### src/rtl/redun_to_canonical.sv
// Redundant-to-canonical converter: serial LSB-first carry propagation, one limb per beat.
// Optional parallel result port enabled by defining REDUN_CANON_PAR_OUT_EN.
module redun_to_canonical #(
    parameter  int NUM_ELEMENTS = 66,
    parameter  int DSP_BIT_LEN  = 17,
    parameter  int WORD_LEN     = 16,
    localparam int CARRY_LEN    = DSP_BIT_LEN - WORD_LEN + 1,
    localparam int IDX_W        = $clog2(NUM_ELEMENTS)
) (
    input  logic                   i_clk,
    input  logic                   i_rst,
    input  logic                   i_val,
    output logic                   o_rdy,
    input  logic [DSP_BIT_LEN-1:0] i_dat [NUM_ELEMENTS],
    output logic                   o_val,
    input  logic                   i_rdy,
    output logic [WORD_LEN-1:0]    o_word,
    output logic [IDX_W-1:0]       o_idx,
    output logic                   o_last,
`ifdef REDUN_CANON_PAR_OUT_EN
    output logic [WORD_LEN-1:0]    o_par [NUM_ELEMENTS],
    output logic                   o_par_val,
    output logic [CARRY_LEN-1:0]   o_carry_par,
`endif
    output logic [CARRY_LEN-1:0]   o_carry
);

    localparam logic [0:0] ST_IDLE = 1'b0;
    localparam logic [0:0] ST_RUN  = 1'b1;
    localparam logic [IDX_W-1:0] LAST_IDX = IDX_W'(NUM_ELEMENTS - 1);

    logic [0:0]             state_q, state_d;
    logic [IDX_W-1:0]       idx_q, idx_d;
    logic [CARRY_LEN-1:0]   carry_q, carry_d;
    logic [DSP_BIT_LEN-1:0] buf_q [NUM_ELEMENTS];
    logic [DSP_BIT_LEN:0]   sum;
    logic                   run, is_last, accept_in, beat;

    assign run       = (state_q == ST_RUN);
    assign is_last   = (idx_q == LAST_IDX);
    assign sum       = {1'b0, buf_q[idx_q]} + (DSP_BIT_LEN + 1)'(carry_q);
    assign accept_in = i_val && o_rdy;
    assign beat      = run && i_rdy;

    assign o_rdy   = !run && !i_rst;
    assign o_val   = run;
    assign o_word  = run ? sum[WORD_LEN-1:0] : '0;
    assign o_idx   = idx_q;
    assign o_last  = run && is_last;
    assign o_carry = o_last ? sum[WORD_LEN +: CARRY_LEN] : '0;

    always_comb begin
        state_d = state_q;
        idx_d   = idx_q;
        carry_d = carry_q;
        case (state_q)
            ST_IDLE: begin
                if (accept_in) begin
                    state_d = ST_RUN;
                    idx_d   = '0;
                    carry_d = '0;
                end
            end
            default: begin
                if (beat) begin
                    if (is_last) begin
                        state_d = ST_IDLE;
                        idx_d   = '0;
                        carry_d = '0;
                    end else begin
                        idx_d   = idx_q + 1'b1;
                        carry_d = sum[WORD_LEN +: CARRY_LEN];
                    end
                end
            end
        endcase
    end

    always_ff @(posedge i_clk) begin
        if (i_rst) begin
            state_q <= ST_IDLE;
            idx_q   <= '0;
            carry_q <= '0;
        end else begin
            state_q <= state_d;
            idx_q   <= idx_d;
            carry_q <= carry_d;
        end
    end

    // NOTE: the coefficient buffer has no reset; outputs are gated by state, so stale contents never leak.
    always_ff @(posedge i_clk) begin
        if (accept_in) buf_q <= i_dat;
    end

`ifdef REDUN_CANON_PAR_OUT_EN
    logic [WORD_LEN-1:0]  par_q [NUM_ELEMENTS];
    logic                 par_val_q;
    logic [CARRY_LEN-1:0] carry_par_q;

    always_ff @(posedge i_clk) begin
        if (i_rst) begin
            for (int i = 0; i < NUM_ELEMENTS; i++) par_q[i] <= '0;
            par_val_q   <= 1'b0;
            carry_par_q <= '0;
        end else begin
            par_val_q <= beat && is_last;
            if (beat) par_q[idx_q] <= o_word;
            if (beat && is_last) carry_par_q <= o_carry;
        end
    end

    assign o_par       = par_q;
    assign o_par_val   = par_val_q;
    assign o_carry_par = carry_par_q;
`endif

endmodule
### config.mk
export PLATFORM = sky130hd
export DESIGN_NAME = redun_to_canonical
export DESIGN_NICKNAME = d
export VERILOG_FILES = /design/src/rtl/redun_to_canonical.sv
export SDC_FILE = /design/constraint.sdc
export NUM_CORES = 1
export LEC_CHECK = 0
export BUFFER_PORTS_ARGS = -buffer_cell sky130_fd_sc_hd__buf_2
export CORE_AREA = 10 10 436 438
export DETAILED_ROUTE_END_ITERATION = 12
export DIE_AREA = 0 0 446 448
export PLACE_DENSITY = 0.54
export SKIP_LAST_GASP = 1
export SYNTH_ARGS = -nofsm -noshare
export SYNTH_HDL_FRONTEND = slang
export SYNTH_SLANG_ARGS = --single-unit
### constraint.sdc
create_clock -name i_clk -period 74.6 [get_ports i_clk]
set_input_delay 14.92 -clock i_clk [delete_from_list [all_inputs] [get_ports i_clk]]
set_output_delay 14.92 -clock i_clk [all_outputs]
set_load 0.03 [all_outputs]
### Yosys cells after proc, flatten, opt, wreduce, memory -nomap -nowiden

Index checks and enable logic that the tools add are counted.

* bits in registers: 1132
* logic and storage cells: 100

* order comparisons: 1
* bitwise operators: 1
* mux-type cells: 17
* reductions and logical operators: 8
* eq/ne operators: 2
* add/subtract/negate cells: 2

Operators by type and width (number)
* $bmux 17 s7: 1
* $mux 17: 2
* $mux 7: 4
* $add 17x2->18: 1
* $mux 16: 1
* $mux 2: 5
* $ge 8x8->1 const B: 1
* $not 7->8: 1
* $add 7x1->7 const B: 1
* $eq 7x7->1 const B: 1
* $logic_and 1x1->1: 4
* $mux 1: 4
* $logic_not 1->1: 2
* $ne 2x1->1 const B: 1
* $reduce_and 2->1: 1
* $reduce_bool 2->1: 1

### Logic depth before layout (Yosys ltp)

* depth in word-level cells: 8
* mapped depth: 18

### Worst setup path after synthesis

No wires, ideal clock.

* path kind: input to register
* start point: in i_rst
* end point: reg carry_q[0]
* data required time: 74.445 ns
* arrival: 43.276 ns
* path slack: 31.170 ns
* library setup time: 0.155 ns
* cell stages on the path: 5
* cells stage by stage: nor2_1 > and2_1 > a21oi_1 > nand3b_1 > o31ai_2

* longest elaborated chain between the ends: 5

Ends and longest elaborated chain
* from (decl): RTL line 11 `input logic i_rst,`
* $logic_not 1->1: RTL line 45 `assign o_rdy = !run && !i_rst;`
* $logic_and 1x1->1: RTL line 45
* $logic_and 1x1->1: RTL line 42 `assign accept_in = i_val && o_rdy;`
* named net accept_in: RTL line 37 `logic run, is_last, accept_in, beat;`
* $reduce_bool 2->1 (no source line)
* $reduce_and 2->1 (no source line)
* to (signal assigned): RTL line 87 `carry_q <= carry_d;`
* to (decl): RTL line 34 `logic [CARRY_LEN-1:0] carry_q, carry_d;`

The timed path passes the listed nets, and every way through them passes these cells.
A chain may end at the register's enable or synchronous reset.

### Worst setup path in the final report

* start point: in i_rst
* end point: out o_rdy

* longest elaborated chain between the ends: 2

Ends and longest elaborated chain
* $logic_not 1->1: RTL line 45
* $logic_and 1x1->1: RTL line 45
* to (decl): RTL line 13 `output logic o_rdy,`

Every way passes these cells.

==> out/qor.csv <==
stage,metric,value,unit
place,numPortBuffers,1153,
synth,synthMostInstantiatedCell,edfxtp_1,
synth,number_of_synthesized_flops_with_an_enable_pin,1122,
worst_setup_path,cp_max_fo,8,
place,finalWeightedCongestion,0.885,
clock_tree,post_cts_resized,0,
clock_tree,cts_inserted_buffers,131,
worst_setup_path,r2r_end,carry_q[0],
power_and_ir_drop,power,0.00146,W
synth,synth.area.top_cells,"edfxtp_1 75%, mux4_2 9.1%, mux4_1 3.2%, mux2i_1 2.6%, mux2_2 0.93%",
floorplan,num_io_pins,1154,
power_and_ir_drop,peakVddDrop,0.0187,mV
power_and_ir_drop,power.static_leakage,20.3,nW
hold_path,worstHoldStart,carry_q[1],
floorplan,std_cell_rows,157,
global_route,grt_pass1_vias,27814,
place,place_area,0.0531,sq mm
global_route,grt_first_pass_wirelength,247000,microns
worst_setup_path,critPathSlowestCell,buf_2,
synth,portion_of_the_post_synthesis_area_used_by_sequential_elements,75.4,%
timing,max_freq,0.0329,GHz
synth,asyncSetResetFlopFracSynth,0,%
timing,final_period_minus_worst_setup_slack,30.40,ns
worst_setup_path,worst-r2r-setup-slack,68.05,ns
clock_tree,cts_buffer_depth,3,
finish,multi_input_comb_area,0.00997,sq mm
clock_tree,post_cts_repair_timing_setup_buffer_count,0,
finish,num-fill-cells,17739,
synth,dominantRegCellSynth,edfxtp_1,
synth,synth_fp_nets,3203,
timing,slew_headroom,20.6,%
timing,setup_viol,0,
worst_setup_path,cp.depth,3,
worst_setup_path,critical_path_arrival,15.48,ns
worst_setup_path,setup.worst_path.end_class,output pin,
synth,synth_top_cell_by_area,edfxtp_1,
hold_path,holdPathEnd,carry_q[1],
finish,final_layout_size_suffix_gt1_share,48.9,%
synth,synth-warning-count,0,
run_status,run_status,"complete, no violations",
synth,synthDistinctLibCells,103,
routing,vias,27101,
worst_setup_path,critical-path-max-stage-delay,0.24,ns
worst_setup_path,reg2reg_depth,12,
clock_tree,cts-htree-levels,4,
hold_path,worstHoldPathType,flip-flop to flip-flop,
finish,design_area_final,0.0575,sq mm
power_and_ir_drop,power_density_over_the_cells,25.4,mW/mm^2
floorplan,die_width,446,microns
routing,drtAntennaViolNets,0,
finish,postLayoutCoreUtil,31.6,%
timing,grt_setup_unrepaired,false,
routing,routed_via_density,4.63,
global_route,grtUsageTotal,18.4,%
finish,layout.nets,4434,
clock_tree,clkTransAtPathRegs,0.06,ns
synth,syn-cell-area,0.0450,sq mm
clock_tree,cts.sinks,1132,
worst_setup_path,cp-startpoint,i_rst,
clock_tree,cts_tree,done,
worst_setup_path,timing.critical_path.mode_cell,buf_2,
timing,layout_worst_path_cycle_share,40.8,%
timing,fin_skew,0.0280,ns
worst_setup_path,cp_data_required_time,59.68,ns
worst_setup_path,worstReg2RegStart,o_idx[0],
flow_run,max-cap-violations,0,
floorplan,die_height,448,microns
synth,ys_ff_latch,1132,
synth,synth_top_area_share,74.9,%
routing,wirelength,192000,microns
routing,detailedRoute.firstPassIterationCount,5,
synth,avgSynthCellArea,21.7,sq um
timing,slew_violations,0,
routing,wire_per_inst,32.9,microns
synth,post_synth_inst_count,2072,
timing,worst_slew_pin_slew,1.18,ns
worst_setup_path,crit_chain,buf_2 > nor2_1 > buf_2,
clock_tree,cts_root_buffer,clkbuf_16,
worst_setup_path,cp_num_buf_inv,2,
clock_tree,clock_insertion_delay_worst_skew,0.80,ns
floorplan,start_util,24.7,%
worst_setup_path,crit_path_start_kind,input port,
global_route,grt_max_degree,173,
routing,post-route-drc-count,0,
synth,netlist_top_cells_count,"1122 x edfxtp_1, 182 x mux4_2, 117 x mux2i_1, 66 x nand2_1, 55 x mux4_1",
timing,finalHoldWorstSlack,0.533,ns
routing,drt-initial-drc-count,2947,
place,dp.final_hpwl,151000,microns
floorplan,core_area,0.182,sq mm
finish,synthToLayoutAreaGrowth,27.8,%
hold_path,hold-path-cell-count,2,
timing,setup_tns,0,ns
worst_setup_path,crit_family,buffers and inverters,
timing,timing_hold_violations_final,0,
worst_setup_path,timing_worst_setup_path_type,input port to output pin,
finish,area.sequential,0.0339,sq mm
global_route,overflow,0,
global_route,initial_antenna_violation_count,145,
clock_tree,post_cts_hold_buffer_count,0,
floorplan,floorplan.die_area,0.200,sq mm
-- through the flow --
step                std cells  worst slack, ns
global route             5824            44.15
global placement         5555            44.18
CTS                      5790            44.18
finish                   5849            44.20
detailed placement       5555            44.19
floorplan                2072            31.17
-- registers in the layout, summed over array words and instances, names as in the netlist --
signal / cells
o_idx: 7
o_val: 1
carry_q: 2
buf_q: 1122
-- worst register-to-register path: cells and delay by family, from the launching register on --
kind	cells	cell delay, ns
AND/OR/NAND/NOR	3	1.06
flip-flops	1	0.51
AO/OA/AOI/OAI	5	2.29
buffers and inverters	4	2.63
-- worst max-delay path by stage --
stage | end | slack (ns)
finish | o_rdy | 44.20
CTS | o_rdy | 44.18
detailed placement | o_rdy | 44.19
global placement | o_rdy | 44.18
floorplan | carry_q[0] | 31.17
global route | o_rdy | 44.15
-- routing by layer --
| metal | up-vias | global-route usage [%] | share of wire, % |
|---|---|---|---|
| li1 | 11329 | - | - |
| met1 | 13920 | 21.9 | 37 |
| met2 | 1412 | 32.1 | 52 |
| met3 | 378 | 5.11 | 8.2 |
| met4 | 62 | 5.74 | 2.9 |
| met5 | - | 0 | 0.22 |
-- kinds of logic after synthesis --
group	synth area share (%)
AOI/OAI and AO/OA	2.90
xor gates and xnor gates	0.195
adders and majority gates	0.156
buffers and inverters	2.61
DFF	75.4
muxes	15.9
and+or+nand+nor	2.87
-- report_power, final --
| group | internal, W | switching [W] | total [W] |
|---|---|---|---|
| Combinational | 0.0000407 | 0.0000498 | 0.0000906 |
| Sequential | 0.000729 | 0.00000755 | 0.000736 |
| Clock | 0.000360 | 0.000273 | 0.000634 |
-- area by class of cell --
type / instances / area share (%)
Sequential cell: 1132 / 59.0
Multi-Input combinational cell: 821 / 17.4
Timing Repair Buffer: 1209 / 10.9
Clock buffer: 161 / 5.94
Tap cell: 2385 / 5.19
Clock inverter: 74 / 1.33
Antenna cell: 59 / 0.257
Inverter: 8 / 0.0544
-- placed cells by master (no fill, tap or decap), types with 10 or more instances in the layout --
cell type  netlist  routed
a31oi_1         10      10
diode_2          0      59
a22oi_1         29      29
nand2_1         66      66
mux4_1          55      55
nand4_1         10      10
edfxtp_1      1122    1122
nor2_1          50      48
clkinv_1         2      28
nor3_1          11      11
mux4_2         182     182
a21oi_1         21      21
clkinv_2         0      16
o21ai_0         15      14
buf_4           19      52
o22ai_1         19      19
mux2i_1        117     117
clkbuf_1        12      29
clkbuf_16        0     132
buf_2           14    1153
mux2_2          37      37
nand3_1         12      12
No activity file was read; power rests on OpenSTA's default activity.
